**src/rtl/xfer_sched_pkg.sv**
```systemverilog
// Shared types and constants for the xfer_sched round-robin transfer scheduler.
package xfer_sched_pkg;

    typedef logic [2:0] state_t;

    localparam state_t S_IDLE  = 3'd0;
    localparam state_t S_LOAD  = 3'd1;
    localparam state_t S_GAP   = 3'd2;
    localparam state_t S_START = 3'd3;
    localparam state_t S_RUN   = 3'd4;
    localparam state_t S_DONE  = 3'd5;

    localparam int GAP_W = 8;

    // Requester index width; a single requester still needs one bit.
    function automatic int idw(input int n);
        return (n <= 2) ? 1 : $clog2(n);
    endfunction

endpackage

```
**src/rtl/xfer_sched_rr_arbiter.sv**
```systemverilog
// Combinational round-robin pick: first set req bit at or above ptr, wrapping modulo N.
module rr_arbiter #(
    parameter int N   = 4,
    parameter int IDW = 2
) (
    input  logic [N-1:0]   req,
    input  logic [IDW-1:0] ptr,
    input  logic           enable,
    output logic [N-1:0]   gnt,
    output logic [IDW-1:0] idx
);

    logic [IDW-1:0] c;

    // Scan from the far end so the candidate closest to ptr is written last and wins.
    always_comb begin
        gnt = '0;
        idx = '0;
        c   = '0;
        if (enable) begin
            for (int k = N - 1; k >= 0; k--) begin
                c = IDW'((int'(ptr) + k) % N);
                if (req[c]) begin
                    gnt    = '0;
                    gnt[c] = 1'b1;
                    idx    = c;
                end
            end
        end
    end

endmodule

```
**src/rtl/xfer_sched.sv**
```systemverilog
// Round-robin scheduler sharing one size-count engine between N requesters.
// Define XFER_TIMEOUT_EN to add the RUN-state watchdog (timeout_err, eng_rst_n).
module xfer_sched
    import xfer_sched_pkg::*;
#(
    parameter  int N         = 4,
    parameter  int SIZE_W    = 32,
    parameter  int START_DLY = 0,
    parameter  int TIMEOUT   = 1024,
    localparam int IDW       = idw(N)
) (
    input  logic                clock,
    input  logic                rst_n,
    input  logic [N-1:0]        req,
    input  logic [N*SIZE_W-1:0] req_size,
    output logic [N-1:0]        gnt,
    output logic [N-1:0]        done,
    output logic                busy,
    output logic [IDW-1:0]      cur_id,
    output logic                eng_size_valid,
    output logic [SIZE_W-1:0]   eng_size,
    output logic                eng_data_start,
`ifdef XFER_TIMEOUT_EN
    output logic                timeout_err,
    output logic                eng_rst_n,
`endif
    input  logic                eng_last
);

    state_t            state;
    logic [IDW-1:0]    ptr;
    logic [IDW-1:0]    id_q;
    logic [N-1:0]      gnt_q;
    logic [SIZE_W-1:0] size_q;
    logic [GAP_W-1:0]  gap_cnt;
    logic [N-1:0]      arb_gnt;
    logic [IDW-1:0]    arb_idx;
    logic [IDW-1:0]    next_ptr;
    logic [SIZE_W-1:0] sizes [N];

    for (genvar i = 0; i < N; i++) begin : g_slice
        assign sizes[i] = req_size[i*SIZE_W +: SIZE_W];
    end

    rr_arbiter #(.N(N), .IDW(IDW)) u_arb (
        .req    (req),
        .ptr    (ptr),
        .enable (state == S_IDLE),
        .gnt    (arb_gnt),
        .idx    (arb_idx)
    );

    assign next_ptr = (id_q == IDW'(N - 1)) ? '0 : id_q + IDW'(1);

`ifdef XFER_TIMEOUT_EN
    localparam int TO_W = $clog2(TIMEOUT) + 1;
    logic [TO_W-1:0] run_cnt;
    logic            err_q;
    logic            expire;

    // The engine reset is decoded from state alone, so it also pulses when eng_last
    // lands on the expiry cycle; the transfer then still completes normally.
    assign expire      = (state == S_RUN) && (run_cnt == TO_W'(TIMEOUT - 1));
    assign eng_rst_n   = ~expire;
    assign timeout_err = err_q;
`endif

    always_ff @(posedge clock) begin
        if (!rst_n) begin
            state   <= S_IDLE;
            ptr     <= '0;
            id_q    <= '0;
            gnt_q   <= '0;
            size_q  <= '0;
            gap_cnt <= '0;
`ifdef XFER_TIMEOUT_EN
            run_cnt <= '0;
            err_q   <= 1'b0;
`endif
        end else begin
            case (state)
                S_IDLE: begin
                    if (|req) begin
                        gnt_q  <= arb_gnt;
                        id_q   <= arb_idx;
                        size_q <= sizes[arb_idx];
                        state  <= S_LOAD;
                    end
                end
                S_LOAD: begin
                    if (START_DLY == 0) begin
                        state <= S_START;
                    end else begin
                        gap_cnt <= GAP_W'(START_DLY);
                        state   <= S_GAP;
                    end
                end
                S_GAP: begin
                    gap_cnt <= gap_cnt - GAP_W'(1);
                    if (gap_cnt == GAP_W'(1)) state <= S_START;
                end
                S_START: begin
`ifdef XFER_TIMEOUT_EN
                    run_cnt <= '0;
`endif
                    state <= S_RUN;
                end
                S_RUN: begin
                    if (eng_last) begin
                        state <= S_DONE;
                    end
`ifdef XFER_TIMEOUT_EN
                    else if (expire) begin
                        gnt_q <= '0;
                        ptr   <= next_ptr;
                        err_q <= 1'b1;
                        state <= S_IDLE;
                    end
                    run_cnt <= run_cnt + TO_W'(1);
`endif
                end
                S_DONE: begin
                    ptr   <= next_ptr;
                    gnt_q <= '0;
                    state <= S_IDLE;
                end
                default: state <= S_IDLE;
            endcase
        end
    end

    assign gnt            = gnt_q;
    assign cur_id         = id_q;
    assign busy           = (state != S_IDLE);
    assign eng_size_valid = (state == S_LOAD);
    assign eng_size       = size_q;
    assign eng_data_start = (state == S_START);
    assign done           = (state == S_DONE) ? gnt_q : '0;

endmodule

```
**config.mk**
```make
export PLATFORM = sky130hd
export DESIGN_NAME = xfer_sched
export DESIGN_NICKNAME = d
export VERILOG_FILES = /design/src/rtl/xfer_sched_pkg.sv /design/src/rtl/xfer_sched_rr_arbiter.sv /design/src/rtl/xfer_sched.sv
export SDC_FILE = /design/constraint.sdc
export NUM_CORES = 1
export LEC_CHECK = 0
export BUFFER_PORTS_ARGS = -buffer_cell sky130_fd_sc_hd__buf_2
export CAP_MARGIN = 5
export CORE_ASPECT_RATIO = 0.75
export CORE_UTILIZATION = 41
export CTS_CLUSTER_DIAMETER = 80
export CTS_CLUSTER_SIZE = 30
export DETAILED_ROUTE_END_ITERATION = 12
export PLACE_DENSITY = 0.8
export SLEW_MARGIN = 10
export SYNTH_ARGS = -nofsm -noshare
export SYNTH_HDL_FRONTEND = slang
export SYNTH_SLANG_ARGS = --single-unit
```
**constraint.sdc**
```tcl
create_clock -name clock -period 2.7 [get_ports clock]
set_input_delay 0.135 -clock clock [delete_from_list [all_inputs] [get_ports clock]]
set_output_delay 0.135 -clock clock [all_outputs]
set_load 0.03 [all_outputs]
```
# --- Word-level counts from Yosys, hierarchy flattened ---
# Cells that the tools add are included.
op_classes:
  n_addsub: 5
  magnitude_cmp: 9
  n_eq_ne: 10
  n_mux: 36
  bitwise: 1
  n_reduce_logical: 11
ops:
  columns: ["operator", "n"]
  rows:
  - ["binary-select mux 32 bit (select 2 bit)", 1]
  - ["2-to-1 mux 32 bit", 2]
  - ["2-to-1 mux 4 bit", 6]
  - ["one-hot mux 3 bit (5 select lines)", 1]
  - ["< comparator 2 x 3 -> 1 bit (second input constant)", 4]
  - ["2-to-1 mux 2 bit", 6]
  - ["2-to-1 mux 3 bit", 3]
  - ["binary-select mux 1 bit (select 2 bit)", 4]
  - ["demux 1 bit (select 2 bit)", 4]
  - ["== test 8 x 1 -> 1 bit (second input constant)", 1]
  - [">= comparator 2 x 1 -> 1 bit (second input constant)", 4]
  - ["2-to-1 mux 1 bit", 8]
  - ["one-hot mux 4 bit (2 select lines)", 1]
  - ["subtractor 8 x 1 -> 8 bit (second input constant)", 1]
  - ["== test 3 x 2 -> 1 bit (second input constant)", 2]
  - ["== test 3 bit (second input constant)", 2]
  - ["inequality test 2 bit (second input constant)", 3]
  - ["adder 2 x 1 -> 2 bit (second input constant)", 2]
  - ["adder 2 bit (second input constant)", 2]
  - ["logical AND 1 bit", 4]
  - ["AND reduction 2 bit", 2]
  - ["OR reduction 4 bit", 1]
  - ["== test 3 x 1 -> 1 bit (second input constant)", 1]
  - [">= comparator 3 bit (second input constant)", 1]
  - ["6 further kinds", 6]
word_totals:
  regBits: 51
  input_bits: 135

# --- Logic depth before layout (Yosys ltp) ---
# Gate-level depths: netlist of the first run.
logic_depth:
  depth_word: 12
  ltp_mapped: 11
  depth_no_buf: 8

# --- By module ---
# From an unflattened synthesis of the first run, not the netlist that was laid out.
hier_totals:
  hier_cells: 317
  hier_area_um2: 3533.4
modules_own_cells:
  columns: ["mod", "n_inst", "cells_per_inst", "area_each_um2"]
  rows:
  - ["xfer_sched", 1, 261, 3045.4]
  - ["rr_arbiter", 1, 56, 488.0]

# --- Least setup slack after synthesis of the first run ---
# Ideal clock, no wire load.
synth_timing:
  path_kind: "register to register"
  startpoint: "register ptr[0]"
  endpoint: "register size_q[23] (netlist: eng_size[23])"
  arrival_ns: 2.809
  required_ns: 2.578
  path_slack_ns: -0.231
  stages_incl_launch_ff: 11
  synth_period_minus_slack_ns: 2.931
  cell_sequence: "dfxtp_1 -> buf_2 -> inv_1 -> ha_1 -> mux4_2 -> o21bai_1 -> nand3_2 -> nand2_4 -> buf_6 -> mux2_4 -> a221o_1"
synth_via:
  elab_chain_len: 12
synth_rtl:
  columns: ["element", "line", "text"]
  rows:
  - ["start: declaration", "xfer_sched.sv:31", "logic [IDW-1:0] ptr;"]
  - ["start signal: assignment", "xfer_sched.sv:123", "ptr <= next_ptr;"]
  - ["adder 2 bit", "xfer_sched_rr_arbiter.sv:22", "c = IDW'((int'(ptr) + k) % N);"]
  - ["binary-select mux 1 bit (select 2 bit)", "xfer_sched_rr_arbiter.sv:23", "if (req[c]) begin"]
  - ["2-to-1 mux 1 bit (implied by the code)", "xfer_sched_rr_arbiter.sv:23", null]
  - ["2-to-1 mux 2 bit (3 in series)", "xfer_sched_rr_arbiter.sv:23", null]
  - ["2-to-1 mux 2 bit (*)", "xfer_sched_rr_arbiter.sv:23", null]
  - ["2-to-1 mux 2 bit (*)", "xfer_sched_rr_arbiter.sv:20", "if (enable) begin"]
  - ["inverter 2 -> 3 bit (implied by the code) (*)", "xfer_sched.sv:86", "size_q <= sizes[arb_idx];"]
  - ["binary-select mux 32 bit (select 2 bit) (*)", "xfer_sched.sv:86", null]
  - ["2-to-1 mux 32 bit (implied by the code) (*) (2 in series)", "xfer_sched.sv:86", null]
  - ["end signal: assignment", "xfer_sched.sv:86", null]
  - ["end: declaration", "xfer_sched.sv:34", "logic [SIZE_W-1:0] size_q;"]
# Every way passes the cells marked *; elsewhere a longest branch is shown, timed or not. The select of a mux whose other input is x is not followed.
# A chain may end at the register's enable or synchronous reset.

# --- Worst setup path in the final report of the first run ---
layout_timing:
  startpoint: "register ptr[0]"
  endpoint: "register size_q[26] (netlist: eng_size[26])"
# Same word-level chain as after synthesis.

==> results of run 1 <==
cells in the final DEF (no fill, tap or decap), types with 2 or more instances in the layout:
cell      netlist  layout
nand3_1        16      16
mux2_4          5       5
mux2i_1        47      47
buf_2           2     179
and3b_1         4       4
a22o_1          4       4
clkbuf_8        0       5
ha_1           11      10
nor2_1          3       3
nor3_1          3       3
inv_1           5       5
nand2b_1        2       2
buf_4           1      14
and2_1          7       7
o221ai_1       20      20
nand2_1        27      27
xnor2_1         3       3
nor4_1          2       2
and3_1          6       6
dfxtp_1        51      50
nor2b_1         9       9
mux4_2          4       4
a221o_1        12      12
a21boi_0        3       3
mux2_2          8       8
o21ai_0        19      19
o211a_1         2       2
a21oi_1        24      24
xor2_1          3       3
nor3b_1         3       3
kinds of logic (layout without fill, tap and decap cells):
family	Yosys count	in the layout	synth area share
DFF	51	51	0.314
xor gates and xnor gates	6	6	0.0162
muxes	64	64	0.223
and+or+nand+nor	91	91	0.156
adders and majority gates	11	11	0.0424
buffers and inverters	30	208	0.0458
AOI/OAI and AO/OA	91	91	0.202
state kept, by name (all words and copies together), names as in the netlist:
register,cells
gnt,4
state,3
ptr,2
eng_size,32
gap_cnt,8
cur_id,2
layer usage:
metal  part of all wire  wire (um)
met5                  0          0
met4             0.0089         85
met3              0.068        643
met2               0.49       4660
met1               0.43       4120
worst max-delay path: stages (launching register included):
cell      delay, ns
dfxtp_2        0.39
mux4_2         0.60
nor2b_4        0.17
o211ai_4       0.39
nand2_8        0.20
mux2_4         0.34
a221o_1        0.31
synthesized netlist by cell type (all sizes together) (7+ instances only):
cell    count
dfxtp      51
mux2i      47
nand2      28
a21oi      24
o221ai     20
o21ai      19
clkbuf     18
nand3      17
mux2       13
a221o      12
ha         11
nor2b      10
and2        8
buf         7
final cells by class:
class | instances | area [um2]
tap | 101 | 126
clock buffer | 5 | 68.8
sequential | 51 | 1020
clock inverter | 3 | 22.5
multi-input combinational | 263 | 2120
fill | 705 | 3100
timing repair buffer | 195 | 1030
inverter | 5 | 18.8
path summary, 6_finish.rpt:
kind                startpoint           end  slack, ns
setup reg to reg        ptr[0]  eng_size[26]       0.17
hold reg to reg   eng_size[31]  eng_size[31]       0.47
setup / recovery        ptr[0]  eng_size[26]       0.17
hold / removal    req_size[95]  eng_size[31]       0.11
stage by stage:
stage / utilization / setup slack (ns) / area [um2]
2_1_floorplan: - / 0.00394 / 3270
3_3_place_gp: 0.572 / 0.127 / 4290
3_5_place_dp: 0.572 / 0.0336 / 4290
4_1_cts: 0.585 / 0.0377 / 4380
5_1_grt: 0.587 / 0.0278 / 4400
6_report: 0.587 / 0.175 / 4400
power groups by stage:
stage          Combinational [W]  Clock, W  Sequential, W
2_1_floorplan           0.000729         0        0.00137
3_3_place_gp             0.00143         0        0.00108
3_5_place_dp             0.00146         0        0.00108
4_1_cts                  0.00146  0.000488        0.00107
5_1_grt                  0.00159  0.000521        0.00109
6_report                 0.00146  0.000472        0.00107
==> results.md, run 1 <==
* Gr usage total at 0.227
* Antenna violations before repair at 0
* Cell-internal power at 0.00172 W
* Status: finished, final reports clean
* Clock skew at 0.0157 ns
* Final hold violation count at 0
* Final min period at 2.53 ns
* Max-slew headroom at 0.608
* Layout area overhead at 35.5%
* Post-Layout Cell Count at 623
* CTS resizes at 0
* Final setup violation count at 0
* GP Congestion at 0.871
* Critical path capture point type: flop
* Post-route ant nets at 0
* CTS clk-pin slew, worst paths at 0.11 ns
* NumNets Final at 667
* Die Wd at 105 um
* Drt wl/cell at 15.3 um
* Antenna cell count at 0
* WP data arrival at 2.72 ns
* Largest net degree at the start of global routing at 33
* I/O Buffers at 179
* Post-synth cell types at 47
* TritonRoute pass-1 iters at 4
* I/O pins at 180
* Combinational Power Share at 0.487
* Synthesized area at 3250 um2
* Leak Pwr at 2.09 nW
* Clk pwr share at 0.157
* Vias at 3373
* Total global routing overflow at 0
* Mean Syn Cell Area at 9.45 um2
* Worst vdd rail ir drop at 0.000328 V
* Yosys warnings at 0
* Ratio of cells with drive above 1 in the final layout at 0.439
* # DRC at 0
* Synth async-reset ratio at 0
* Mapped Cells at 344
* Post-CTS Setup Repair Bufs at 0
* Achievable Freq at 396 MHz
* WHS at 0.112 ns
* Reg2Reg Depth at 6
* HPWL after detailed placement at 7.25 mm
* Worst hold path type: input pin to flop
* Main synth FF type: dfxtp_1
* Max Cap Viol at 0
* Cts bufs inserted at 5
* M1 GR Usage at 0.275
* Fin. max-slew vios at 0
* Die H at 79.1 um
* Clock Root Buffer: clkbuf_8
* Sequential area share after synthesis at 0.314
* GRT met3 Usage at 0.0517
* Total Power at 0.00301 W
* CORE AREA at 7500 um2
* Cell Rows at 27
* Vias/cell at 5.41
* Period utilization at 0.935
* Skew-Pair Late Insertion Delay at 0.31 ns
* Setup_tns at 0 ns
* M2 GR Usage at 0.407
* Post-Syn Nets at 490
* First-pass GRT wire length at 15.2 mm
* Crit-path max FO at 14
* Seq cells post-synth at 51
* RSZ-0062 raised after global routing: false
* WHS Path Cells at 3
* Die area at 8290 um2
* Placed cells at 615
* Top post-synthesis cells by area: dfxtp_1 (31%), mux2i_1 (14%), o221ai_1 (5.4%), ha_1 (4.2%), a21oi_1 (3.7%)
* Drt first-iter violations at 128
* CTS Buffer Depth at 2
* Vias in the first global route at 3291
* CTS tree: done
* Synth top area share at 0.314
* CTS Sinks at 51
* Psw at 0.00129 W
* Data required time at the worst endpoint at 2.90 ns
* Switching share of power at 0.428
* CP Launch Type: flop
* H-tree depth at 2
* Number of flops mapped to enable cells by yosys at 0
* Initial Util at 0.433
* Cell taking the most area after synthesis: dfxtp_1
* Pwr per Cell Area at 683 nW/um2
* Setup Crit Path Kind: flop to flop
* GRT Max-Usage Layer: met2
* Routed Wire Length at 9.51 mm
* Worst-margin pin slew at 0.587 ns
* Sequential power share at 0.356
* Number of hold buffers added after CTS at 0
Power figures use the tool's default switching activity.
==> run 2: changes to the inputs <==
--- a/config.mk
+++ b/config.mk
@@ -7,7 +7,7 @@
 export LEC_CHECK = 0
 export BUFFER_PORTS_ARGS = -buffer_cell sky130_fd_sc_hd__buf_2
 export CAP_MARGIN = 5
-export CORE_ASPECT_RATIO = 0.75
+export CORE_ASPECT_RATIO = 0.9
 export CORE_UTILIZATION = 41
 export CTS_CLUSTER_DIAMETER = 80
 export CTS_CLUSTER_SIZE = 30
==> run 2 against run 1 <==
Effect of this change:
- total power is 6.0% higher
- largest cell class unchanged
- non-clock buffer count increased by 3
- clock skew fell by 0.0097 ns
- hold slack gained 0.017 ns
- critical path depth up 3
- worst setup slack worse by 0.049 ns
- utilization fell by 0.30 points
- clock-buffer cell count grew 1
- global-route usage is 0.51 points higher
- sequential cell count did not move
==> results.md, run 2 (synthesis results as in run 1) <==
* TritonRoute pass-1 iters at 4 (unchanged)
* Die area at 8290 um2 (about the same)
* Achievable Freq at 388 MHz (was 396 MHz)
* Skew-Pair Late Insertion Delay at 0.31 ns (about the same)
* Final hold violation count at 0 (unchanged)
* WP data arrival at 2.76 ns (was 2.72 ns)
* Crit-path max FO at 27 (was 14)
* Multi-input logic area at 2110 um2 (was 2120 um2)
* CP endpoint: eng_size[9] (was eng_size[26])
* Total global routing overflow at 0 (unchanged)
* Initial Util at 0.426 (was 0.433)
* Drt wl/cell at 15.5 um (was 15.3 um)
* Ratio of cells with drive above 1 in the final layout at 0.440 (was 0.439)
* HPWL after detailed placement at 7.29 mm (was 7.25 mm)
* Final min period at 2.57 ns (was 2.53 ns)
* Start point of the critical path: ptr[0] (unchanged)
* Cts bufs inserted at 5 (unchanged)
* CP Launch Type: flop (unchanged)
* Critical path capture point type: flop (unchanged)
* I/O pins at 180 (unchanged)
* CTS clk-pin slew, worst paths at 0.10 ns (was 0.11 ns)
* Cell Rows at 30 (was 27)
* Antenna violations before repair at 0 (unchanged)
* Worst R2R Start: ptr[0] (unchanged)
* Clock skew at 0.00600 ns (was 0.0157 ns)
* Die H at 86.5 um (was 79.1 um)
* Clock Root Buffer: clkbuf_8 (unchanged)
* Period utilization at 0.954 (was 0.935)
* Most frequent cells in the layout: buf_2 (179), dfxtp_1 (50), mux2i_1 (47), nand2_1 (27), a21oi_1 (24) (unchanged)
* Reg2Reg Depth at 9 (was 6)
* Routed Wire Length at 9.60 mm (was 9.51 mm)
* R2r setup slk at 0.13 ns (was 0.17 ns)
* CTS Buffer Depth at 2 (unchanged)
* NumNets Final at 670 (was 667)
* H-tree depth at 2 (unchanged)
* Final setup violation count at 0 (unchanged)
* Fin. max-slew vios at 0 (unchanged)
* Die Wd at 95.8 um (was 105 um)
* GP Congestion at 0.856 (was 0.871)
* Vias/cell at 5.51 (was 5.41)
* CTS tree: done (unchanged)
* Most common cell after layout, fill and taps aside: buf_2 (unchanged)
* Vias at 3419 (was 3373)
* Worst flop-to-flop path endpoint: eng_size[9] (was eng_size[26])
* Data required time at the worst endpoint at 2.88 ns (was 2.90 ns)
* Seq. cell area at 1020 um2 (unchanged)
* RSZ-0062 raised after global routing: false (unchanged)
* Vias in the first global route at 3331 (was 3291)
* Max Cap Viol at 0 (unchanged)
* Worst hold path type: input pin to flop (unchanged)
* # DRC at 0 (unchanged)
* First-pass GRT wire length at 15.2 mm (about the same)
* Status: finished, final reports clean (unchanged)
* Max-slew headroom at 0.687 (was 0.608)
* Pwr per Cell Area at 716 nW/um2 (was 683 nW/um2)
* Setup Crit Path Kind: flop to flop (unchanged)
* Largest register FFs at 32 (unchanged)
* Final Util at 0.584 (was 0.587)
* FILL cells at 673 (was 705)
* CORE AREA at 7620 um2 (was 7500 um2)
* Worst-margin pin slew at 0.468 ns (was 0.587 ns)
* Antenna cell count at 0 (unchanged)
* Layout area overhead at 37.0% (was 35.5%)
* Number of hold buffers added after CTS at 0 (unchanged)
* Post-route ant nets at 0 (unchanged)
* Leak Pwr at 2.12 nW (was 2.09 nW)
* Largest net degree at the start of global routing at 28 (was 33)
* Drt first-iter violations at 125 (was 128)
* I/O Buffers at 179 (unchanged)
* Gr usage total at 0.232 (was 0.227)
* Setup_tns at 0 ns (unchanged)
* Worst vdd rail ir drop at 0.000309 V (was 0.000328 V)
* CTS Sinks at 51 (unchanged)
run 2: through the flow:
step / total power [W] / setup WS (ns) / hold WS (ns) / cells / instance area (um2)
3_5_place_dp: 0.00255 / 0.0142 / 0.446 / 612 / 4300
2_1_floorplan: 0.00209 / 0.00394 / 0.335 / 344 / 3270
4_1_cts: 0.00321 / 0.0563 / 0.118 / 620 / 4440
6_report: 0.00319 / 0.125 / 0.129 / 621 / 4450
5_1_grt: 0.00337 / 0.0446 / 0.139 / 621 / 4450
3_3_place_gp: 0.00251 / 0.117 / 0.437 / 612 / 4300
run 2: area by class of cell:
type / instances / area share
clock buffer: 6 / 0.0163
clock inverter: 2 / 0.0135
inverter: 5 / 0.00422
multi-input combinational: 263 / 0.473
sequential: 51 / 0.230
tap: 96 / 0.0270
timing repair buffer: 198 / 0.236
run 2: how the worst min path moves through the flow:
| stage | start | end | depth (start not counted) |
|---|---|---|---|
| 3_3_place_gp | req_size[72] | eng_size[8] | 3 |
| 3_5_place_dp | eng_size[20] | eng_size[20] | 2 |
| 4_1_cts | req_size[95] | eng_size[31] | 3 |
| 6_report | req_size[95] | eng_size[31] | 3 |
| 5_1_grt | req_size[68] | eng_size[4] | 3 |
| 2_1_floorplan | req_size[95] | eng_size[31] | 2 |
run 2: routing by layer:
| metal | routed length [um] | track usage | vias up |
|---|---|---|---|
| met1 | 4010 | 0.279 | 1618 |
| met5 | 0 | 0 | - |
| met3 | 558 | 0.0404 | 7 |
| met2 | 4940 | 0.425 | 138 |
| li1 | - | - | 1656 |
| met4 | 93 | 0.0570 | 0 |
run 2: critical path, stage by stage (launching register included):
cell and delay [ns]:
dfxtp_2 0.40, inv_1 0.10, ha_4 0.31, mux4_2 0.36, nor2b_4 0.17, o211ai_4 0.19, nand2_8 0.20, buf_12 0.23
mux2i_1 0.31, o221ai_1 0.15
run 2: power breakdown:
group	leakage (nW)	switching, W	internal [W]
combinational	1.64	0.000873	0.000594
sequential	0.420	0.000132	0.000944
clock	0.0654	0.000273	0.000371
run 2: timing repair:
| action | CTS | global route |
|---|---|---|
| gates resized for setup | 1 | 0 |
| setup endpoints to repair | 1 | 15 |
| pin swaps | 0 | 0 |
| setup buffers | 0 | 1 |
